### config.mk
export PLATFORM = sky130hd
export DESIGN_NAME = aud_pdm_rx
export DESIGN_NICKNAME = d
export VERILOG_FILES = /design/src/rtl/aud_pkg.sv /design/src/rtl/aud_sample_fifo.sv /design/src/rtl/aud_pdm_rx.sv
export SDC_FILE = /design/constraint.sdc
export NUM_CORES = 1
export LEC_CHECK = 0
export CORE_UTILIZATION = 65
export CTS_CLUSTER_SIZE = 10
export DETAILED_ROUTE_END_ITERATION = 12
export DONT_BUFFER_PORTS = 1
export GPL_ROUTABILITY_DRIVEN = 0
export PLACE_DENSITY = 0.81
export SLEW_MARGIN = 0
export SYNTH_ARGS = -nofsm -noshare
export SYNTH_HDL_FRONTEND = slang
export SYNTH_SLANG_ARGS = --single-unit
### constraint.sdc
create_clock -name clk -period 5.75 [get_ports clk]
set_clock_uncertainty 0.05 [all_clocks]
set_input_delay 1.725 -clock clk [delete_from_list [all_inputs] [get_ports clk]]
set_output_delay 1.725 -clock clk [all_outputs]
set_load 0.05 [all_outputs]
### src/rtl/aud_pkg.sv
// Shared audio-peripheral definitions: PDM receiver FSM states and the sample
// width used by both the PDM capture path and the PWM output path.
package aud_pkg;

  localparam int unsigned AUD_DATA_WIDTH = 8;

  typedef enum logic [1:0] {
    IDLE = 2'd0,
    SKIP = 2'd1,
    RUN  = 2'd2
  } aud_pdm_state_t;

endpackage

### src/rtl/aud_sample_fifo.sv
// Synchronous sample FIFO, no fall-through.
//   clk, resetn : clock, asynchronous active-low reset
//   push        : write push_data (accepted when not full, or when full with a pop)
//   push_data   : sample to write
//   pop         : remove head entry (ignored when empty)
//   pop_data    : head entry, 0 while empty
//   full, empty : occupancy flags
//   level       : number of stored entries
module aud_sample_fifo #(
  parameter int unsigned WIDTH = 8,
  parameter int unsigned DEPTH = 16
) (
  input  logic                     clk,
  input  logic                     resetn,
  input  logic                     push,
  input  logic [WIDTH-1:0]         push_data,
  input  logic                     pop,
  output logic [WIDTH-1:0]         pop_data,
  output logic                     full,
  output logic                     empty,
  output logic [$clog2(DEPTH):0]   level
);

  localparam int unsigned AW = $clog2(DEPTH);

  logic [WIDTH-1:0] mem_q [DEPTH];
  logic [AW-1:0]    wr_q;
  logic [AW-1:0]    rd_q;
  logic [AW:0]      cnt_q;
  logic             do_push;
  logic             do_pop;

  assign empty = (cnt_q == '0);
  assign full  = (cnt_q == (AW+1)'(DEPTH));
  assign do_pop  = pop && !empty;
  // A pop in the same cycle frees the slot, so a full FIFO can still accept.
  assign do_push = push && (!full || do_pop);

  assign pop_data = empty ? '0 : mem_q[rd_q];
  assign level    = cnt_q;

  always_ff @(posedge clk or negedge resetn) begin
    if (!resetn) begin
      wr_q  <= '0;
      rd_q  <= '0;
      cnt_q <= '0;
    end else begin
      if (do_push) wr_q <= wr_q + AW'(1);
      if (do_pop)  rd_q <= rd_q + AW'(1);
      cnt_q <= cnt_q + (AW+1)'(do_push) - (AW+1)'(do_pop);
    end
  end

  always_ff @(posedge clk) begin
    if (do_push) mem_q[wr_q] <= push_data;
  end

endmodule

### src/rtl/aud_pdm_rx.sv
// PDM microphone receiver: drives the mic bit clock, samples the 1-bit stream
// on each pdm_clk falling edge and counts ones over 2^DATA_WIDTH-1 bit windows.
// Completed windows are queued in a sample FIFO offered as a valid/ready stream.
//   clk, resetn  : system clock, asynchronous active-low reset
//   enable       : level, high runs capture
//   pdm_clk      : microphone clock, period 2*CLK_DIV clk cycles
//   pdm_lrsel    : channel select, tied low (left)
//   pdm_data     : microphone data, asynchronous to clk
//   sample_data  : FIFO head sample (unsigned count of ones)
//   sample_valid : FIFO not empty
//   sample_ready : consumer accepts head
//   overflow     : sticky, a completed sample was dropped on a full FIFO
//   level        : FIFO occupancy
module aud_pdm_rx
  import aud_pkg::*;
#(
  parameter int unsigned CLK_DIV      = 50,
  parameter int unsigned DATA_WIDTH   = AUD_DATA_WIDTH,
  parameter int unsigned FIFO_DEPTH   = 16,
  parameter int unsigned SKIP_WINDOWS = 2
) (
  input  logic                          clk,
  input  logic                          resetn,
  input  logic                          enable,
  output logic                          pdm_clk,
  output logic                          pdm_lrsel,
  input  logic                          pdm_data,
  output logic [DATA_WIDTH-1:0]         sample_data,
  output logic                          sample_valid,
  input  logic                          sample_ready,
  output logic                          overflow,
  output logic [$clog2(FIFO_DEPTH):0]   level
);

  localparam int unsigned DIV_W  = $clog2(CLK_DIV);
  localparam int unsigned SKIP_W = (SKIP_WINDOWS > 1) ? $clog2(SKIP_WINDOWS) : 1;

  localparam logic [DIV_W-1:0]      DIV_LAST  = DIV_W'(CLK_DIV - 1);
  // Last bit index of a window: W-1 = 2^DATA_WIDTH - 2.
  localparam logic [DATA_WIDTH-1:0] BIT_LAST  = DATA_WIDTH'((1 << DATA_WIDTH) - 2);
  localparam logic [SKIP_W-1:0]     SKIP_LAST = SKIP_W'((SKIP_WINDOWS > 0) ? SKIP_WINDOWS - 1 : 0);

  logic                  sync1_q, sync2_q;
  aud_pdm_state_t        state_q, state_d;
  logic [DIV_W-1:0]      div_q, div_d;
  logic                  pdm_clk_q, pdm_clk_d;
  logic [DATA_WIDTH-1:0] bitcnt_q, bitcnt_d;
  logic [DATA_WIDTH-1:0] acc_q, acc_d;
  logic [SKIP_W-1:0]     skip_q, skip_d;
  logic                  push_q, push_d;
  logic [DATA_WIDTH-1:0] push_data_q, push_data_d;
  logic                  overflow_q, overflow_d;

  logic                  div_wrap;
  logic [DATA_WIDTH-1:0] window_sum;
  logic                  fifo_full;
  logic                  fifo_empty;

  assign div_wrap   = (div_q == DIV_LAST);
  assign window_sum = acc_q + DATA_WIDTH'(sync2_q);

  always_comb begin
    state_d     = state_q;
    div_d       = div_q;
    pdm_clk_d   = pdm_clk_q;
    bitcnt_d    = bitcnt_q;
    acc_d       = acc_q;
    skip_d      = skip_q;
    push_d      = 1'b0;
    push_data_d = push_data_q;
    overflow_d  = overflow_q;

    if (state_q == IDLE || !enable) begin
      // Idle, or leaving capture: clock parked low and any partial window dropped.
      div_d     = '0;
      pdm_clk_d = 1'b0;
      bitcnt_d  = '0;
      acc_d     = '0;
      skip_d    = '0;
      if (state_q == IDLE && enable) begin
        state_d    = (SKIP_WINDOWS == 0) ? RUN : SKIP;
        overflow_d = 1'b0;
      end else begin
        state_d = IDLE;
      end
    end else begin
      div_d = div_wrap ? '0 : div_q + DIV_W'(1);
      if (div_wrap) pdm_clk_d = !pdm_clk_q;
      // Capture on the cycle that drives pdm_clk 1->0.
      if (div_wrap && pdm_clk_q) begin
        if (bitcnt_q == BIT_LAST) begin
          bitcnt_d = '0;
          acc_d    = '0;
          if (state_q == RUN) begin
            push_d      = 1'b1;
            push_data_d = window_sum;
          end else if (skip_q == SKIP_LAST) begin
            state_d = RUN;
            skip_d  = '0;
          end else begin
            skip_d = skip_q + SKIP_W'(1);
          end
        end else begin
          bitcnt_d = bitcnt_q + DATA_WIDTH'(1);
          acc_d    = window_sum;
        end
      end
    end

    if (push_q && fifo_full && !sample_ready) overflow_d = 1'b1;
  end

  always_ff @(posedge clk or negedge resetn) begin
    if (!resetn) begin
      sync1_q     <= 1'b0;
      sync2_q     <= 1'b0;
      state_q     <= IDLE;
      div_q       <= '0;
      pdm_clk_q   <= 1'b0;
      bitcnt_q    <= '0;
      acc_q       <= '0;
      skip_q      <= '0;
      push_q      <= 1'b0;
      push_data_q <= '0;
      overflow_q  <= 1'b0;
    end else begin
      sync1_q     <= pdm_data;
      sync2_q     <= sync1_q;
      state_q     <= state_d;
      div_q       <= div_d;
      pdm_clk_q   <= pdm_clk_d;
      bitcnt_q    <= bitcnt_d;
      acc_q       <= acc_d;
      skip_q      <= skip_d;
      push_q      <= push_d;
      push_data_q <= push_data_d;
      overflow_q  <= overflow_d;
    end
  end

  aud_sample_fifo #(
    .WIDTH (DATA_WIDTH),
    .DEPTH (FIFO_DEPTH)
  ) u_fifo (
    .clk       (clk),
    .resetn    (resetn),
    .push      (push_q),
    .push_data (push_data_q),
    .pop       (sample_ready),
    .pop_data  (sample_data),
    .full      (fifo_full),
    .empty     (fifo_empty),
    .level     (level)
  );

  assign pdm_clk      = pdm_clk_q;
  assign pdm_lrsel    = 1'b0;
  assign sample_valid = !fifo_empty;
  assign overflow     = overflow_q;

endmodule

## Yosys cells after proc, flatten, opt, wreduce, memory -nomap -nowiden

Memories as Yosys holds them, arrays and structs flattened.
Index checks and enable logic that the tools add are counted.

- Flip-flop bits (word level): 51
- Bits in read-only memories: 0
- Memories kept: 1
- Logic and storage cells: 85
- Latch bits: 0
- Output and inout bits: 17
- Memory bits (writable): 128

- Add/sub/neg operators: 8
- Div/mod/pow operators: 0
- Multiplexer cells: 31
- Eq/ne operators: 5
- Bitwise gates (word level): 1
- $mul: 0
- Reduce and logical (&&, ||, !) cells: 25
- Magnitude comparators: 0
- Shifts and indexed selects: 0

Memories:

| memory | words | width | read ports | clocked after memory_dff | wr ports | RTL line | text |
|---|---|---|---|---|---|---|---|
| u_fifo.mem_q | 16 | 8 | 1 | 0 | 1 | aud_sample_fifo.sv:26 | `logic [WIDTH-1:0] mem_q [DEPTH];` |

Operators with widths:

| cell | count |
|---|---|
| $mux W8 | 7 |
| $mux W1 | 17 |
| $mux W6 | 2 |
| $reduce_bool A2 Y1 | 6 |
| $mux W2 | 5 |
| $add A4 B1 Y4 const B | 2 |
| $add A8 B1 Y8 | 1 |
| $add A8 B1 Y8 const B | 1 |
| $eq A8 B8 Y1 const B | 1 |
| $reduce_and A4 Y1 | 2 |
| $add A6 B1 Y6 const B | 1 |
| $eq A6 B6 Y1 const B | 1 |
| $logic_and A1 B1 Y1 | 6 |
| $add A5 B1 Y5 | 1 |
| $eq A5 B5 Y1 const B | 1 |
| $logic_not A1 Y1 | 5 |
| $logic_not A5 Y1 | 1 |
| $sub A5 B1 Y5 | 1 |
| $reduce_and A3 Y1 | 1 |
| $eq A2 B2 Y1 const B | 1 |
| $logic_not A2 Y1 | 1 |
| $logic_or A1 B1 Y1 | 2 |
| $ne A2 B2 Y1 const B | 1 |
| $reduce_and A2 Y1 | 1 |
| 2 further kinds | 2 |

## Longest topological paths before layout

- Depth in word-level cells: 7
- Depth in mapped cells: 12

## By module

From an unflattened synthesis, not the netlist that was laid out.

- Cells, all modules: 463
- Area, all modules: 7622.3 um^2

Modules (own cells, without submodules):

| module | instances | cells an instance | area each (um^2) |
|---|---|---|---|
| aud_sample_fifo | 1 | 289 | 5789.3 |
| aud_pdm_rx | 1 | 174 | 1833.0 |

## Worst setup path before layout

Ideal clock, no wire load.

- Kind: register to output
- From: reg u_fifo.rd_q[1]
- To: out sample_data[4]
- Cell stages (with the launch flop): 7
- Data required time: 3.975 ns
- Buffers on the path: 2
- Path slack: 1.595 ns
- Arrival time: 2.380 ns
- Cells stage by stage: dfrtp_1 -> buf_4 -> buf_6 -> mux4_2 -> nor2b_1 -> a211oi_1 -> a211oi_1

- Cells in the longest elaborated chain, start to end: 2

Ends and longest elaborated chain:

| item | RTL line | text |
|---|---|---|
| from (decl) | aud_sample_fifo.sv:28 | `logic [AW-1:0] rd_q;` |
| from (signal assigned) | aud_sample_fifo.sv:49 | `if (do_pop) rd_q <= rd_q + AW'(1);` |
| $mem_v2 Z16 W8 | -- |  |
| $mux W8 | aud_sample_fifo.sv:39 | `assign pop_data = empty ? '0 : mem_q[rd_q];` |
| to (decl) | aud_pdm_rx.sv:28 | `output logic [DATA_WIDTH-1:0] sample_data,` |

No other way between the ends.

## Worst setup path after layout

Same ends and word-level chain as after synthesis.

==> impl_metrics.prom <==
# TYPE chip_impl_metric gauge
chip_impl_info{name="critical_path.endpoint_type",value="output pin"} 1
chip_impl_metric{name="worstRegToRegCells",unit=""} 12
chip_impl_info{name="rr_startpoint",value="u_fifo.level[3]$_DFF_PN0_"} 1
chip_impl_metric{name="power_leakage",unit="nW"} 3.29
chip_impl_metric{name="period_needed",unit="ns"} 4.82
chip_impl_metric{name="p_per_area",unit="nW/um^2"} 389
chip_impl_metric{name="cts.htree.levels",unit=""} 4
chip_impl_metric{name="die_height",unit="um"} 110
chip_impl_metric{name="area_delta_synth_final",unit="%"} 9.30
chip_impl_info{name="worst-setup-path-type",value="register to output pin"} 1
chip_impl_metric{name="synth_area_in_compound_gates",unit="%"} 6.04
chip_impl_metric{name="port_buffers",unit=""} 0
chip_impl_metric{name="initial_core_utilization",unit="%"} 66.6
chip_impl_metric{name="drt-pass1-iter-count",unit=""} 5
chip_impl_info{name="timing.hold.worst_endpoint",value="sync2_q$_DFF_PN0_"} 1
chip_impl_metric{name="clk_latency",unit="ns"} 0.42
chip_impl_metric{name="coreArea",unit="sq um"} 11400
chip_impl_info{name="synthTopCellsByArea",value="sky130_fd_sc_hd__edfxtp_1 (51%), sky130_fd_sc_hd__dfrtp_1 (17%), sky130_fd_sc_hd__mux4_2 (9.5%)"} 1
chip_impl_metric{name="hpwl",unit="um"} 9280
chip_impl_metric{name="peakVddDrop",unit="mV"} 0.280
chip_impl_metric{name="cts_buffer_depth",unit=""} 2
chip_impl_metric{name="cp_max_fo",unit=""} 21
chip_impl_metric{name="finalMaxSlewViolations",unit=""} 0
chip_impl_metric{name="netlist_instances",unit=""} 472
chip_impl_metric{name="layoutNonFillerInstCount",unit=""} 631
chip_impl_metric{name="muxShareOfSynthArea",unit="%"} 11.3
chip_impl_metric{name="antenna_left",unit=""} 0
chip_impl_metric{name="grt_start_max_net_pins",unit=""} 52
chip_impl_metric{name="groute.layer.met2.usage",unit="%"} 45.9
chip_impl_metric{name="multiInputGateArea",unit="sq um"} 2330
chip_impl_metric{name="clock_sink_count",unit=""} 179
chip_impl_info{name="yosys_most_used_dff",value="sky130_fd_sc_hd__edfxtp_1"} 1
chip_impl_metric{name="global_route.usage.met1",unit="%"} 33.4
chip_impl_metric{name="grt_use_met3",unit="%"} 5.70
chip_impl_metric{name="synth_fa_ha_area_share",unit="%"} 2.90
chip_impl_metric{name="period_share",unit="%"} 83.8
chip_impl_metric{name="synth_sequential_area_ratio",unit="%"} 67.4
chip_impl_metric{name="grt_first_pass_wirelength",unit="um"} 22300
chip_impl_metric{name="synth_warnings",unit=""} 0
chip_impl_metric{name="worst_max_slew_pin_slew",unit="ns"} 1.14
chip_impl_metric{name="setup_tns",unit="ns"} 0
chip_impl_metric{name="layout_fillers",unit=""} 693
chip_impl_metric{name="dpl.cell_count",unit=""} 599
chip_impl_metric{name="number_of_global_route_vias_before_repair",unit=""} 4134
chip_impl_metric{name="final-hold-violation-count",unit=""} 0
chip_impl_metric{name="post_synth_and_or_nand_nor_area_fraction",unit="%"} 7.51
chip_impl_metric{name="global_route.overflow_total",unit=""} 0
chip_impl_metric{name="synth_enable_flop_cells",unit=""} 128
chip_impl_metric{name="drt-wirelength-per-cell",unit="um"} 23.0
chip_impl_metric{name="whs_path_depth",unit=""} 0
chip_impl_metric{name="mean_number_of_vias_per_cell",unit=""} 6.42
chip_impl_metric{name="setup_viol_count_final",unit=""} 0
chip_impl_info{name="crit_path_start_kind",value="register"} 1
chip_impl_metric{name="ys_ff_latch",unit=""} 179
chip_impl_metric{name="cts.reportedPaths.clkPinSlew",unit="ns"} 0.06
chip_impl_metric{name="routed-via-count",unit=""} 4052
chip_impl_metric{name="antenna_found_initial",unit=""} 0
chip_impl_metric{name="pre_cts_slack",unit="ns"} 1.37
chip_impl_metric{name="die_width",unit="um"} 110
chip_impl_metric{name="numCtsBuffers",unit=""} 17
chip_impl_metric{name="post_cts.repair.setup_buffers",unit=""} 0
chip_impl_metric{name="syn_avg_cell_area",unit="sq um"} 16.1
chip_impl_metric{name="maxCapViolations",unit=""} 0
chip_impl_info{name="ctsRootBufferMaster",value="sky130_fd_sc_hd__clkbuf_16"} 1
chip_impl_metric{name="arrival",unit="ns"} 3.05
chip_impl_metric{name="dr.first_iter.drc_count",unit=""} 292
chip_impl_metric{name="antenna_cells",unit=""} 0
chip_impl_info{name="largest_family_of_logic_cells_by_synthesized_area",value="multiplexers"} 1
chip_impl_info{name="min_from",value="sync1_q$_DFF_PN0_"} 1
chip_impl_metric{name="detail_route.drc_violations",unit=""} 0
chip_impl_metric{name="ys_async_sr_fraction",unit="%"} 28.5
chip_impl_info{name="synth_commonest_cells",value="sky130_fd_sc_hd__edfxtp_1 (128), sky130_fd_sc_hd__dfrtp_1 (51), sky130_fd_sc_hd__mux4_2 (32), sky130_fd_sc_hd__nor2_1 (27), sky130_fd_sc_hd__nand2_1 (24)"} 1
chip_impl_metric{name="sequential_area",unit="sq um"} 5120
chip_impl_metric{name="postCtsHoldBufs",unit=""} 0
chip_impl_metric{name="wirelength",unit="um"} 14500
chip_impl_metric{name="post_cts_resized",unit=""} 0
chip_impl_metric{name="final.setup.worst_slack",unit="ns"} 0.930
chip_impl_info{name="synth_top_area_cell",value="sky130_fd_sc_hd__edfxtp_1"} 1
chip_impl_metric{name="worstPathRequired",unit="ns"} 3.97
chip_impl_metric{name="post_synthesis_share_of_cell_area_spent_on_xor_and_xnor_gates",unit="%"} 2.42
chip_impl_info{name="regToRegEndpoint",value="u_fifo.level[4]$_DFF_PN0_"} 1
chip_impl_info{name="top_usage_layer",value="met2"} 1
chip_impl_info{name="post-synth-top-count-cell",value="sky130_fd_sc_hd__edfxtp_1"} 1
chip_impl_info{name="tritoncts",value="done"} 1
chip_impl_metric{name="worst-r2r-setup-slack",unit="ns"} 2.16
chip_impl_info{name="grt_setup_unrepaired",value="false"} 1
chip_impl_metric{name="maxSlewHeadroom",unit="%"} 23.3
chip_impl_metric{name="post_synthesis_net_count",unit=""} 494
chip_impl_metric{name="nNetsFinal",unit=""} 497
chip_impl_metric{name="num_io_pins",unit=""} 22
chip_impl_metric{name="synth_area",unit="sq um"} 7600
chip_impl_metric{name="placement_rows",unit=""} 39
chip_impl_metric{name="die_footprint",unit="sq um"} 12100
chip_impl_metric{name="post_route_cells_drive_above_1_share",unit="%"} 18.2
chip_impl_info{name="worstHoldPathType",value="register to register"} 1
chip_impl_metric{name="synth_top_area_share",unit="%"} 50.6
chip_impl_metric{name="global_route_usage_over_all_layers",unit="%"} 26.6
chip_impl_info{name="outcome",value="finished, final reports clean"} 1
chip_impl_metric{name="maxClockFrequency",unit="GHz"} 0.207
chip_impl_metric{name="synth.lib_cells_used.distinct",unit=""} 59
-- placed cells by master, fill, tap and decap left out, types with 3 or more instances in the layout --
cell and instances:
sky130_fd_sc_hd__a211oi_1 8, sky130_fd_sc_hd__a211oi_2 8, sky130_fd_sc_hd__a21oi_1 9, sky130_fd_sc_hd__and2_1 4, sky130_fd_sc_hd__and3_1 4, sky130_fd_sc_hd__buf_4 5
sky130_fd_sc_hd__clkbuf_16 17, sky130_fd_sc_hd__clkinv_4 5, sky130_fd_sc_hd__dfrtp_1 51, sky130_fd_sc_hd__edfxtp_1 128, sky130_fd_sc_hd__ha_1 16, sky130_fd_sc_hd__inv_1 15
sky130_fd_sc_hd__mux2_4 3, sky130_fd_sc_hd__mux2i_1 8, sky130_fd_sc_hd__mux4_2 32, sky130_fd_sc_hd__nand2_1 24, sky130_fd_sc_hd__nand3_1 10, sky130_fd_sc_hd__nand4_1 6
sky130_fd_sc_hd__nor2_1 27, sky130_fd_sc_hd__nor2b_1 8, sky130_fd_sc_hd__nor3_1 5, sky130_fd_sc_hd__o21ai_0 23, sky130_fd_sc_hd__o31ai_1 4, sky130_fd_sc_hd__xnor2_1 12
sky130_fd_sc_hd__xor2_1 9
-- state kept, by name, indices dropped and copies added (netlist names) --
register,count
u_fifo.mem_q,128
acc_q,8
bitcnt_q,8
push_data_q,8
div_q,6
u_fifo.level,5
u_fifo.rd_q,4
u_fifo.wr_q,4
state_q,2
overflow,1
pdm_clk,1
push_q,1
skip_q,1
sync1_q,1
sync2_q,1
-- how the worst max path moves through the flow --
stage / from / depth (start not counted) / to
2_1_floorplan: u_fifo.rd_q[1]$_DFFE_PN0P_ / 6 / sample_data[4]
3_3_place_gp: u_fifo.rd_q[1]$_DFFE_PN0P_ / 4 / sample_data[5]
3_5_place_dp: u_fifo.rd_q[1]$_DFFE_PN0P_ / 4 / sample_data[4]
4_1_cts: u_fifo.rd_q[1]$_DFFE_PN0P_ / 4 / sample_data[4]
5_1_grt: u_fifo.rd_q[1]$_DFFE_PN0P_ / 4 / sample_data[4]
6_report: u_fifo.rd_q[1]$_DFFE_PN0P_ / 4 / sample_data[4]
-- critical path, cell delays in order (launching register included) --
cell                       delay, ns
sky130_fd_sc_hd__dfrtp_1        0.92
sky130_fd_sc_hd__buf_4          0.44
sky130_fd_sc_hd__mux4_2         0.55
sky130_fd_sc_hd__a211oi_1       0.47
sky130_fd_sc_hd__a211oi_2       0.25
-- cell families after synthesis --
group / Yosys count
flops: 179
simple gates: 105
fa+ha+maj: 17
compound gates: 69
buf+inv: 36
other cells: 1
xor+xnor: 21
mux: 44
-- stage by stage --
stage,instance area [sq um],power (mW),hold WS (ns),utilization [%]
6_report,8310,3.23,0.301,72.7
5_1_grt,8310,3.34,0.311,72.7
4_1_cts,8310,3.26,0.305,72.7
3_5_place_dp,7730,2.15,0.290,67.7
3_3_place_gp,7730,2.13,0.287,67.7
2_1_floorplan,7600,2.05,0.281,-
-- power breakdown --
part	internal, mW	leakage [nW]	switching [mW]
registers	1.40	2.17	0.191
logic	0.213	0.834	0.311
clock network	0.649	0.278	0.462
total	2.26	3.29	0.965
-- routing by layer --
metal  vias to the layer above  wire [um]
met3                        18        834
met1                      2060       5820
met5                         -          0
met2                       163       7610
li1                       1811          -
met4                         0        218
-- layout make-up --
cell class	instances	area share [%]
sequential	179	61.6
multi-input combinational	257	28.1
clock buffer	19	5.33
tap	143	2.15
clock inverter	13	1.64
inverter	15	0.678
timing repair buffer	5	0.452
(Power assumes the default switching activity.)
